<file path="config.mk">
export PLATFORM = sky130hd
export DESIGN_NAME = mux_scan_reg_flat
export DESIGN_NICKNAME = d
export VERILOG_FILES = /design/src/rtl/mux_scan_reg_if.sv /design/src/rtl/mux_scan_reg.sv /design/src/flat_wrapper.sv
export SDC_FILE = /design/constraint.sdc
export NUM_CORES = 1
export LEC_CHECK = 0
export BUFFER_PORTS_ARGS = -buffer_cell sky130_fd_sc_hd__buf_2
export CORE_MARGIN = 2
export CORE_UTILIZATION = 40
export DETAILED_ROUTE_END_ITERATION = 16
export PLACE_DENSITY = 0.68
export SYNTH_ARGS = -nofsm -noshare
export SYNTH_HDL_FRONTEND = slang
export SYNTH_SLANG_ARGS = --single-unit
</file>
<file path="constraint.sdc">
create_clock -name clk -period 2.7 [get_ports clk]
set_input_delay 0.54 -clock clk [delete_from_list [all_inputs] [get_ports clk]]
set_output_delay 0.54 -clock clk [all_outputs]
set_load 0.005 [all_outputs]
</file>
<file path="src/rtl/mux_scan_reg_if.sv">
// Bus bundle for mux_scan_reg: packed channel inputs, select/mode controls,
// and the registered word, index and wrap pulse coming back.
interface mux_scan_reg_if #(
    parameter int W = 8,
    parameter int N = 8,
    parameter int S = 3
);
    logic [N*W-1:0] data;
    logic [S-1:0]   ctrl;
    logic           mode;
    logic           hold;
    logic [W-1:0]   f;
    logic [S-1:0]   sel_out;
    logic           wrap;

    modport master (
        output data, ctrl, mode, hold,
        input  f, sel_out, wrap
    );

    modport slave (
        input  data, ctrl, mode, hold,
        output f, sel_out, wrap
    );
endinterface

</file>
<file path="src/rtl/mux_scan_reg.sv">
// Registered N:1 word multiplexer. MANUAL mode forwards the channel named by
// ctrl; SCAN mode walks every channel round-robin, dwelling DWELL cycles on
// each, with hold freezing the walk.
//
//   state  | meaning
//   -------+-------------------------------------------------------------
//   MANUAL | output follows ctrl; scan pointer and dwell counter parked at 0
//   SCAN   | output follows the scan pointer, which advances every DWELL edges
module mux_scan_reg #(
    parameter int W     = 8,
    parameter int N     = 8,
    parameter int S     = 3,
    parameter int DWELL = 1
) (
    input  logic           clk,
    input  logic           rst,
    mux_scan_reg_if.slave  bus
);
    localparam int DW_W = $clog2(DWELL) + 1;
    localparam logic [DW_W-1:0] DCNT_LAST = DW_W'(DWELL - 1);
    localparam logic [S-1:0]    PTR_LAST  = S'(N - 1);

    typedef enum logic {
        MANUAL = 1'b0,
        SCAN   = 1'b1
    } state_t;

    state_t          state;
    logic [S-1:0]    ptr;
    logic [DW_W-1:0] dcnt;
    logic [W-1:0]    f_q;
    logic [S-1:0]    sel_q;
    logic            wrap_q;

    logic [S-1:0]    cur_ptr;
    logic [DW_W-1:0] cur_dcnt;
    logic [W-1:0]    man_word;
    logic [W-1:0]    scan_word;

    // Entering SCAN always starts from channel 0 with a fresh dwell count,
    // whatever the parked registers hold.
    always_comb begin
        cur_ptr  = (state == SCAN) ? ptr  : '0;
        cur_dcnt = (state == SCAN) ? dcnt : '0;
    end

    // Word lookup by compare loop so indices >= N never touch the data bus;
    // an out-of-range ctrl yields zero.
    always_comb begin
        man_word  = '0;
        scan_word = '0;
        for (int k = 0; k < N; k++) begin
            if (bus.ctrl == S'(k)) man_word  = bus.data[k*W +: W];
            if (cur_ptr  == S'(k)) scan_word = bus.data[k*W +: W];
        end
    end

    // Mode FSM, scan pointer/dwell counter and registered outputs.
    always_ff @(posedge clk or posedge rst) begin
        if (rst) begin
            state  <= MANUAL;
            ptr    <= '0;
            dcnt   <= '0;
            f_q    <= '0;
            sel_q  <= '0;
            wrap_q <= 1'b0;
        end else begin
            state  <= bus.mode ? SCAN : MANUAL;
            wrap_q <= 1'b0;
            if (!bus.mode) begin
                f_q   <= man_word;
                sel_q <= bus.ctrl;
                ptr   <= '0;
                dcnt  <= '0;
            end else begin
                f_q   <= scan_word;
                sel_q <= cur_ptr;
                if (bus.hold) begin
                    ptr  <= cur_ptr;
                    dcnt <= cur_dcnt;
                end else if (cur_dcnt == DCNT_LAST) begin
                    dcnt <= '0;
                    if (cur_ptr == PTR_LAST) begin
                        ptr    <= '0;
                        wrap_q <= 1'b1;
                    end else begin
                        ptr <= cur_ptr + 1'b1;
                    end
                end else begin
                    ptr  <= cur_ptr;
                    dcnt <= cur_dcnt + 1'b1;
                end
            end
        end
    end

    assign bus.f       = f_q;
    assign bus.sel_out = sel_q;
    assign bus.wrap    = wrap_q;
endmodule
</file>
<file path="src/flat_wrapper.sv">
// flat-port wrapper written by rule: the top's interface ports become plain ports
module mux_scan_reg_flat 
#(
    parameter int W     = 8,
    parameter int N     = 8,
    parameter int S     = 3,
    parameter int DWELL = 1
)
  (clk, rst, bus_data, bus_ctrl, bus_mode, bus_hold, bus_f, bus_sel_out, bus_wrap);
  mux_scan_reg_if #(.W(W), .N(N), .S(S)) bus_i ();
  input  logic clk;
  input  logic rst;
  input wire logic [$bits(bus_i.data)-1:0] bus_data;
  input wire logic [$bits(bus_i.ctrl)-1:0] bus_ctrl;
  input wire logic [$bits(bus_i.mode)-1:0] bus_mode;
  input wire logic [$bits(bus_i.hold)-1:0] bus_hold;
  output wire logic [$bits(bus_i.f)-1:0] bus_f;
  output wire logic [$bits(bus_i.sel_out)-1:0] bus_sel_out;
  output wire logic [$bits(bus_i.wrap)-1:0] bus_wrap;
  assign bus_i.data = bus_data;
  assign bus_i.ctrl = bus_ctrl;
  assign bus_i.mode = bus_mode;
  assign bus_i.hold = bus_hold;
  assign bus_f = bus_i.f;
  assign bus_sel_out = bus_i.sel_out;
  assign bus_wrap = bus_i.wrap;
  mux_scan_reg #(.W(W), .N(N), .S(S), .DWELL(DWELL)) u_core (.clk(clk), .rst(rst), .bus(bus_i));
endmodule
</file>
# [Yosys cells after proc, flatten, opt, wreduce, memory -nomap -nowiden]
# Cells that the tools add are included.
[op_classes] eq_ne=14 add_sub_neg=2 reduce_logical=2 mux=32
[ops] op="8-bit two-way mux" count=17
[ops] op="3-bit equality test (second input constant)" count=8
[ops] op="3-bit two-way mux" count=6
[ops] op="3-bit by 2-bit equality test with 1-bit output (second input constant)" count=4
[ops] op="1-bit two-way mux" count=9
[ops] op="3-bit by 1-bit equality test with 1-bit output (second input constant)" count=2
[ops] op="3-bit logical NOT" count=2
[ops] op="3-bit by 1-bit adder with 3-bit output (second input constant)" count=1
[ops] op="1-bit adder (second input constant)" count=1
[totals] reg_bits=17 input_bits=71 output_inout_bits=12

# [Depth between registers and ports, before layout]
# Gate-level depths: netlist (run 1).
[depth] word_depth=11 depth_mapped=10

# [Least setup slack after synthesis (run 1)]
# No wires, ideal clock.
[synth_timing] kind="register -> register" from="reg u_core.state" to="reg u_core.f_q[5] (netlist: u_core.bus.f[5])" t_arrival_ps=1931 path_buffers=2 required_time_ps=2569 period_less_slack_ps=2062 stages_incl_launch_ff=9 setup_slack_ps=638 path_cell_list="dfrtp_1 buf_2 and2_1 ha_1 ha_1 clkbuf_1 a31oi_1 o311ai_0 or3_1"
[synth_between] elab_chain_len=11 elab_cells_between_ends=18
[synth_rtl] item="start, declared" line_no="mux_scan_reg.sv:28" source="state_t state;"
[synth_rtl] item="start signal, assigned" line_no="mux_scan_reg.sv:68" source="state <= bus.mode ? SCAN : MANUAL;"
[synth_rtl] item="3-bit two-way mux (*)" line_no="mux_scan_reg.sv:43" source="cur_ptr = (state == SCAN) ? ptr : '0;"
[synth_rtl] item="3-bit logical NOT" line_no="mux_scan_reg.sv:54" source="if (cur_ptr == S'(k)) scan_word = bus.data[k*W +: W];"
[synth_rtl] item="8-bit two-way mux (7 in a row)" line_no="mux_scan_reg.sv:54"
[synth_rtl] item="8-bit two-way mux (*)" line_no="mux_scan_reg.sv:54"
[synth_rtl] item="8-bit two-way mux (*)" line_no="mux_scan_reg.sv:70" source="if (!bus.mode) begin"
[synth_rtl] item="end signal, assigned" line_no="mux_scan_reg.sv:71" source="f_q <= man_word;"
[synth_rtl] item="end signal, assigned" line_no="mux_scan_reg.sv:76" source="f_q <= scan_word;"
[synth_rtl] item="end, declared" line_no="mux_scan_reg.sv:31" source="logic [W-1:0] f_q;"
# Every way passes the cells marked *; elsewhere a longest branch is shown, timed or not.

# [Worst setup path in the final report (run 1)]
[layout_timing] from="reg u_core.state" to="reg u_core.f_q[1] (netlist: u_core.bus.f[1])"
# Same word-level chain as after synthesis.

==> flow_summary.ini, run 1 <==
[status]
outcome = finished clean

[clocking]
cts-resized-gates = 0
hold_buffers = 0
numCtsBuffers = 3
clk-insertion-delay-late_ns = 0.26
cts-root-buf = clkbuf_8
htree_levels = 1
clock_sinks = 17
cts_tree = done
clk_pin_slew_ns = 0.08
clockBufferDepth = 2
cts_setup_buffers = 0

[floorplanning]
core_sq_mm = 0.00504
num_rows = 26
dieArea_sq_mm = 0.00576
die_w_um = 75.9
start_util_pct = 41.0
pin_count = 83
die_h_um = 75.9

[power_and_ir_drop]
switching_share_pct = 34.0
intPower_uw = 508
p_leak_uw = 0.00117
p_per_area_mw_per_mm2 = 300
pwr-share-clk_pct = 27.6
seq_power_share_pct = 36.9
power_frac_comb_pct = 35.5
max-vdd-ir-drop_mv = 0.149
power.total_uw = 769
switching_power_uw = 261

[yosys]
syn_nets = 337
yosys_warnings = 0
synth_common_cells = 34 x a21oi_1, 21 x nand2_1, 18 x o21ai_0
yosysUniqueCellTypes = 53
synthArstFlopShare_pct = 100
syn-cell-area_sq_mm = 0.00207
synth.most_common_cell = a21oi_1
yosysTopAreaCell = dfrtp_1
synth-edff-count = 0
netlist_instances = 261
synth_area_per_cell_sq_um = 7.91
synth_area_leaders = dfrtp_1 21%, a21oi_1 8.2%, mux2i_1 5.8%
synth_ff_type = dfrtp_1
synth.top_cell.area_share_pct = 20.6
ys_ff_latch = 17
ys_seq_area_share_pct = 20.6

[sta]
clock.fmax_mhz = 415
tightest_slew_ns = 0.674
min_period_ns = 2.41
setup_ws_ns = 0.293
rsz0062_at_grt = false
skew_ns = 0.00214
tns_ns = 0
hold_viol = 0
relSlewSlack_pct = 55.0
maxSlewViolCount = 0
setup_violations = 0
fin_crit_sh_pct = 89.1

[finish]
drive_gt1_share_pct = 31.6
num_antenna_cells = 0
area_delta_synth_final_pct = 24.2
fin_util_pct = 50.9
fin_nets = 412
layout.cells.non_filler = 405

[global_routing]
grt_use_total_pct = 24.3
grt_pass1_vias = 2203
gr-total-overflow = 0
grt_max_degree = 27
grt_pass1_wl_um = 10600
antenna_found_initial = 0

[critical_path]
startpoint = u_core.state
criticalPathCategory = reg -> reg
critPathCaptureType = flop
worst-path-max-fanout = 14
cp-endpoint = u_core.bus.f[1]
r2r_slack_ns = 0.29
reg2reg_depth = 7
start_kind = flop
r2r-start = u_core.state
reg2reg_to = u_core.bus.f[1]
worstPathArrival_ns = 2.54
worstPathRequired_ns = 2.84

[drt]
drc = 0
firstDrtPassIters = 5
drt_wl_total_um = 7030
wl_per_cell_um = 17.4
vias = 2473
viasPerCell = 6.11
drtIter0Drc = 192
ant_nets = 0

[placed_design]
place_ws_ns = 0.359
gp_congestion = 0.915
port_buffers = 82
hpwl_um = 5300
placed_cells = 401

[run]
drv_cap = 0

[hold_path]
hp-class = in -> async
## layout by cell type, fill, tap and decap left out, types with 3 or more instances in the layout
cell / n
buf_4: 9
o21ai_0: 18
o221ai_1: 3
a31oi_1: 10
ha_1: 5
o22ai_1: 4
nand2b_1: 5
nor3_1: 5
o31ai_1: 3
o311ai_0: 3
o211ai_1: 4
a311oi_1: 3
a21oi_1: 34
buf_2: 82
nand2_1: 21
mux2_2: 7
mux2i_1: 12
or3_1: 4
inv_1: 14
a22oi_1: 6
a211o_1: 3
nor2_1: 16
mux4_1: 4
clkbuf_8: 3
dfrtp_1: 17
and2_1: 3
## per-layer routing
layer | vias up | track usage [%] | wire length [um]
met3 | 14 | 2.25 | 481
met5 | - | 0 | 0
met4 | 0 | 7.41 | 95
met1 | 1171 | 35.5 | 3240
met2 | 134 | 37.8 | 3220
li1 | 1154 | - | -
## metrics by stage
stage | hold slack [ns] | instance area (sq um)
final | 0.366 | 2570
after global routing | 0.418 | 2570
after CTS | 0.399 | 2570
after detailed placement | 0.612 | 2520
after global placement | 0.602 | 2520
after floorplan | 0.466 | 2070
## power by group through the flow
stage,logic [uW],clock network [uW],registers (uW)
global placement,269,0,289
floorplan,155,0,288
detailed placement,270,0,289
global route,300,223,286
CTS,271,211,283
finish,273,212,284
## worst min-delay path by stage
stage | to | depth (start not counted)
after detailed placement | u_core.dcnt | 1
after global placement | u_core.dcnt | 1
after floorplan | u_core.bus.f[0] | 1
final | u_core.bus.f[6] | 2
after global routing | u_core.dcnt | 2
after CTS | u_core.bus.sel_out[1] | 2
## worst max-delay path, cell delays in order, from the launching register on
cell and delay (ns):
dfrtp_1 0.56, and2_1 0.26, inv_1 0.06, ha_1 0.35, buf_4 0.26, o31a_1 0.29
o311ai_0 0.37, o22ai_1 0.13
## logic make-up (layout without fill, tap and decap cells)
kind of cell | Yosys count | after routing | share of synthesized area (%)
AO/OA/AOI/OAI | 112 | 112 | 35.2
AND/OR/NAND/NOR | 67 | 67 | 16.2
buffers and inverters | 35 | 109 | 8.06
multiplexers | 25 | 25 | 16.9
flip-flops | 17 | 17 | 20.6
adder cells (fa/ha/maj) | 5 | 5 | 3.03
## registers in the layout, summed over array words and instances (netlist names)
register	cells
u_core.ptr	3
u_core.bus.wrap	1
u_core.dcnt	1
u_core.state	1
u_core.bus.f	8
u_core.bus.sel_out	3
## cell type report
cell class | instances | area, sq um
clock inverter | 1 | 7.51
timing repair buffer | 91 | 478
tap | 70 | 87.6
inverter | 14 | 52.6
fill | 509 | 2480
sequential | 17 | 425
clock buffer | 3 | 41.3
multi-input combinational | 209 | 1470
Note: power is estimated with default switching activity, not from simulation.
==> run 2, diff against run 1 <==
- GPL_TIMING_DRIVEN: default -> 0
==> flow_summary.ini, run 2 (synthesis gave the netlist of run 1 again) <==
[clocking]
numCtsBuffers = 3
hold_buffers = 0
clock_sinks = 17
cts_setup_buffers = 0
cts-root-buf = clkbuf_8
clk_pin_slew_ns = 0.07
htree_levels = 1
clk-insertion-delay-late_ns = 0.26
cts_tree = done
clockBufferDepth = 2

[hold_path]
hp-class = in -> async

[placed_design]
hpwl_um = 5850
place_ws_ns = 0.0501
gp_congestion = 0.984
port_buffers = 80

[power_and_ir_drop]
seq_power_share_pct = 36.5
switching_share_pct = 33.2
power_frac_comb_pct = 37.5
p_leak_uw = 0.00120
max-vdd-ir-drop_mv = 0.160
switching_power_uw = 255
intPower_uw = 513
pwr-share-clk_pct = 25.9
p_per_area_mw_per_mm2 = 295

[drt]
wl_per_cell_um = 18.1
firstDrtPassIters = 6
drc = 0
vias = 2542
drtIter0Drc = 374
ant_nets = 0
drt_wl_total_um = 7500
viasPerCell = 6.13

[critical_path]
slowest_delay_ns = 0.43
crit_chain = nand2_1 > inv_1 > buf_2 > ha_1 > nand2b_1 > a31oi_1 > o311ai_0 > o31ai_1
start_kind = flop
critPathTopFamily = compound AO/OA/AOI/OAI gates
crit_buf_inv = 2
worstPathArrival_ns = 2.65
worstPathRequired_ns = 2.83
critPathCaptureType = flop
worst-path-max-fanout = 10
criticalPathCategory = reg -> reg
crit_slowest_cell = dfrtp_1
r2r_slack_ns = 0.18

[finish]
fill_cells = 522
largest_register_ffs = 8
drive_gt1_share_pct = 32.5
layout_commonest_cell = buf_2
fin_nets = 422
final_cell_mix = 90 x buf_2, 34 x a21oi_1, 21 x nand2_1, 18 x o21ai_0, 17 x dfrtp_1
num_antenna_cells = 0
fin_util_pct = 51.7
area_delta_synth_final_pct = 26.1

[sta]
tightest_slew_ns = 0.632
tns_ns = 0
whs_ns = 0.348
hold_viol = 0
maxSlewViolCount = 0
fin_crit_sh_pct = 93.4
relSlewSlack_pct = 57.8
setup_ws_ns = 0.179
clock.fmax_mhz = 397
setup_violations = 0
rsz0062_at_grt = false
min_period_ns = 2.52
skew_ns = 0.00651

[floorplanning]
start_util_pct = 41.0
die_h_um = 75.9
pin_count = 83
num_rows = 26
core_sq_mm = 0.00504
dieArea_sq_mm = 0.00576
die_w_um = 75.9

[global_routing]
grt_pass1_wl_um = 11400
grt_use_total_pct = 26.2
gr-total-overflow = 0
grt_pass1_vias = 2256
grt_max_degree = 18
antenna_found_initial = 0

[run]
drv_cap = 0

[status]
outcome = finished clean
[run 2: cell count changes in the layout (fill, tap and decap cells not counted)]
cell / change
buf_2: +8
clkbuf_2: +2
buf_6: +1
clkbuf_1: +4
buf_4: -5
[run 2: power groups by stage]
stage                     logic [uW]  registers (uW)  clock network (uW)
after CTS                        284             281                 200
after detailed placement         283             286                   0
after global placement           282             286                   0
final                            289             281                 199
after global routing             314             284                 212
after floorplan                  155             288                   0
[run 2: worst reg2reg max path, delay by kind of cell, from the launching register on]
family,cells,cell delay [ns]
compound gates,3,0.78
buf+inv,2,0.40
fa+ha+maj,1,0.23
simple gates,2,0.55
flops,1,0.43
[run 2: path summary, 6_finish.rpt]
check                              start               to  depth (start not counted)
setup / recovery           u_core.ptr[2]  u_core.bus.f[0]                          8
hold / removal                       rst      u_core.dcnt                          2
setup reg to reg           u_core.ptr[2]  u_core.bus.f[0]                          8
hold reg to reg              u_core.dcnt      u_core.dcnt                          1
max in group asynchronous            rst  u_core.bus.f[7]                          2
min in group clk                bus_mode     u_core.state                          1
[run 2: cell type report]
class                   count  area [sq um]  share of cell area, %
multi-input cells         209          1470                   56.6
clock buffers               3          41.3                   1.59
inverters                  14          52.6                   2.02
flip-flops and latches     17           425                   16.3
well taps                  70          87.6                   3.36
repair buffers             80           400                   15.4
clock inverters             1          7.51                  0.288
plain buffers              21           116                   4.47
[run 2: routing by layer]
metal | vias up | share of wire [%] | track usage, %
met5 | - | 0 | 0
met4 | 0 | 1.7 | 7.60
met3 | 18 | 11 | 5.42
met2 | 177 | 45 | 39.7
met1 | 1162 | 42 | 37.4
li1 | 1185 | - | -
[run 2: metrics by stage]
stage	cells	cell area [sq um]	power [uW]
3_3_place_gp	411	2550	567
6_report	415	2610	769
5_1_grt	415	2610	809
2_1_floorplan	261	2070	443
4_1_cts	415	2600	765
3_5_place_dp	411	2550	569
[run 2: repair_timing]
item	4_1_cts	5_1_grt
resized for setup	0	4
endpoints found under the setup margin	0	5
hold endpoints to repair	0	0
==> run 3, diff against run 2 <==
- BUFFER_PORTS_ARGS: -buffer_cell sky130_fd_sc_hd__buf_2 -> default
- CAP_MARGIN: default -> 20
- DONT_BUFFER_PORTS: default -> 1
- PLACE_DENSITY: 0.68 -> default
==> flow_summary.ini, run 3 (synthesis gave the netlist of run 1 again) <==
[drt]
vias = 2308
ant_nets = 0
drc = 0
wl_per_cell_um = 22.8
drt_wl_total_um = 7650
firstDrtPassIters = 5
drtIter0Drc = 215
viasPerCell = 6.89

[sta]
tns_ns = 0
setup_ws_ns = 0.200
rsz0062_at_grt = false
hold_viol = 0
clock.fmax_mhz = 400
fin_crit_sh_pct = 92.6
tightest_slew_ns = 0.712
min_period_ns = 2.50
skew_ns = 0.00157
setup_violations = 0
whs_ns = 0.265
maxSlewViolCount = 0
relSlewSlack_pct = 52.5

[global_routing]
gr-total-overflow = 0
met3_usage_pct = 8.20
grt_use_total_pct = 26.7
grt_max_degree = 18
grt_pass1_vias = 2211
top_usage_layer = met2
grt_pass1_wl_um = 11400
use_met2_pct = 41.3
gr-usage-met1_pct = 34.0
antenna_found_initial = 0

[power_and_ir_drop]
max-vdd-ir-drop_mv = 0.172
p_per_area_mw_per_mm2 = 318
power.total_uw = 702
p_leak_uw = 0.000880

[placed_design]
hpwl_um = 5760
placed_area_sq_mm = 0.00215
place_ws_ns = 0.0541
port_buffers = 0
gp_congestion = 0.916

[critical_path]
critPathCaptureType = flop
cp-endpoint = u_core.bus.f[5]
worst-path-max-fanout = 10
startpoint = u_core.ptr[2]
r2r_slack_ns = 0.20
crit_buf_inv = 3
crit_chain = nand2_2 > inv_1 > buf_2 > ha_1 > clkbuf_1 > a31oi_1 > o311ai_0 > or3_1
reg2reg_depth = 8
critPathTopFamily = buffers and inverters
cp.depth = 8
criticalPathCategory = reg -> reg
worstPathRequired_ns = 2.85
crit_slowest_cell = dfrtp_1
start_kind = flop
reg2reg_to = u_core.bus.f[5]
r2r-start = u_core.ptr[2]
worstPathArrival_ns = 2.65
slowest_delay_ns = 0.45

[clocking]
clockBufferDepth = 2
clk-insertion-delay-late_ns = 0.27
clock_sinks = 17
hold_buffers = 0
cts_setup_buffers = 0
cts_tree = done
clk_pin_slew_ns = 0.08
htree_levels = 1
numCtsBuffers = 3
cts-root-buf = clkbuf_8

[floorplanning]
pin_count = 83
core_sq_mm = 0.00504
die_w_um = 75.9
start_util_pct = 41.0
dieArea_sq_mm = 0.00576
num_rows = 26
die_h_um = 75.9

[finish]
drive_gt1_share_pct = 12.8
num_antenna_cells = 0
final_cell_mix = 34 x a21oi_1, 20 x nand2_1, 18 x o21ai_0, 17 x dfrtp_1, 16 x nor2_1
largest_register_ffs = 8
area_delta_synth_final_pct = 6.97
multi_input_area_sq_mm = 0.00148
fin_nets = 342
fill_cells = 522
layout_commonest_cell = a21oi_1
final_design_area_no_fill_sq_mm = 0.00221
seq_area_sq_um = 425

[run]
drv_cap = 0

[hold_path]
hp-class = in -> async

[status]
outcome = finished clean
[run 3: report_power, final]
group          internal, uW  switching [uW]  leakage, uW
Combinational          90.0             110     0.000644
Sequential              274            13.1     0.000215
Clock                   105             110    0.0000217
[run 3: how the worst min path moves through the flow]
stage          cells after the start               endpoint  startpoint
2_1_floorplan                      1        u_core.bus.f[0]         rst
3_3_place_gp                       0           u_core.state    bus_mode
3_5_place_dp                       0           u_core.state    bus_mode
4_1_cts                            0           u_core.state    bus_mode
5_1_grt                            0           u_core.state    bus_mode
6_report                           1  u_core.bus.sel_out[2]         rst
[run 3: area by class of cell]
class / count / share of cell area [%]
Multi-Input combinational cell: 209 / 66.9
Sequential cell: 17 / 19.3
Buffer: 21 / 5.27
Tap cell: 70 / 3.96
Inverter: 14 / 2.38
Clock buffer: 3 / 1.87
Clock inverter: 1 / 0.340
[run 3: worst register-to-register path, stage by stage (launching register included)]
cell and delay (ns):
dfrtp_1 0.45, nand2_2 0.21, inv_1 0.14, buf_2 0.23, ha_1 0.26, clkbuf_1 0.31, a31oi_1 0.27, o311ai_0 0.14
or3_1 0.38
[run 3: what timing repair did]
action | 4_1_cts | 5_1_grt
endpoints found under the hold margin | 0 | 0
gates resized for setup | 0 | 6
setup endpoints to repair | 0 | 4
[run 3: metrics by stage]
step                utilization (%)  std cells
floorplan                         -        261
global placement               42.7        331
detailed placement             42.7        331
CTS                            43.7        335
global route                   43.8        335
finish                         43.8        335
[run 3: layer usage]
layer | up-vias | share of wire [%]
met2 | 157 | 46
met1 | 1111 | 39
met5 | - | 0
met3 | 19 | 13
met4 | 0 | 2.4
li1 | 1021 | -
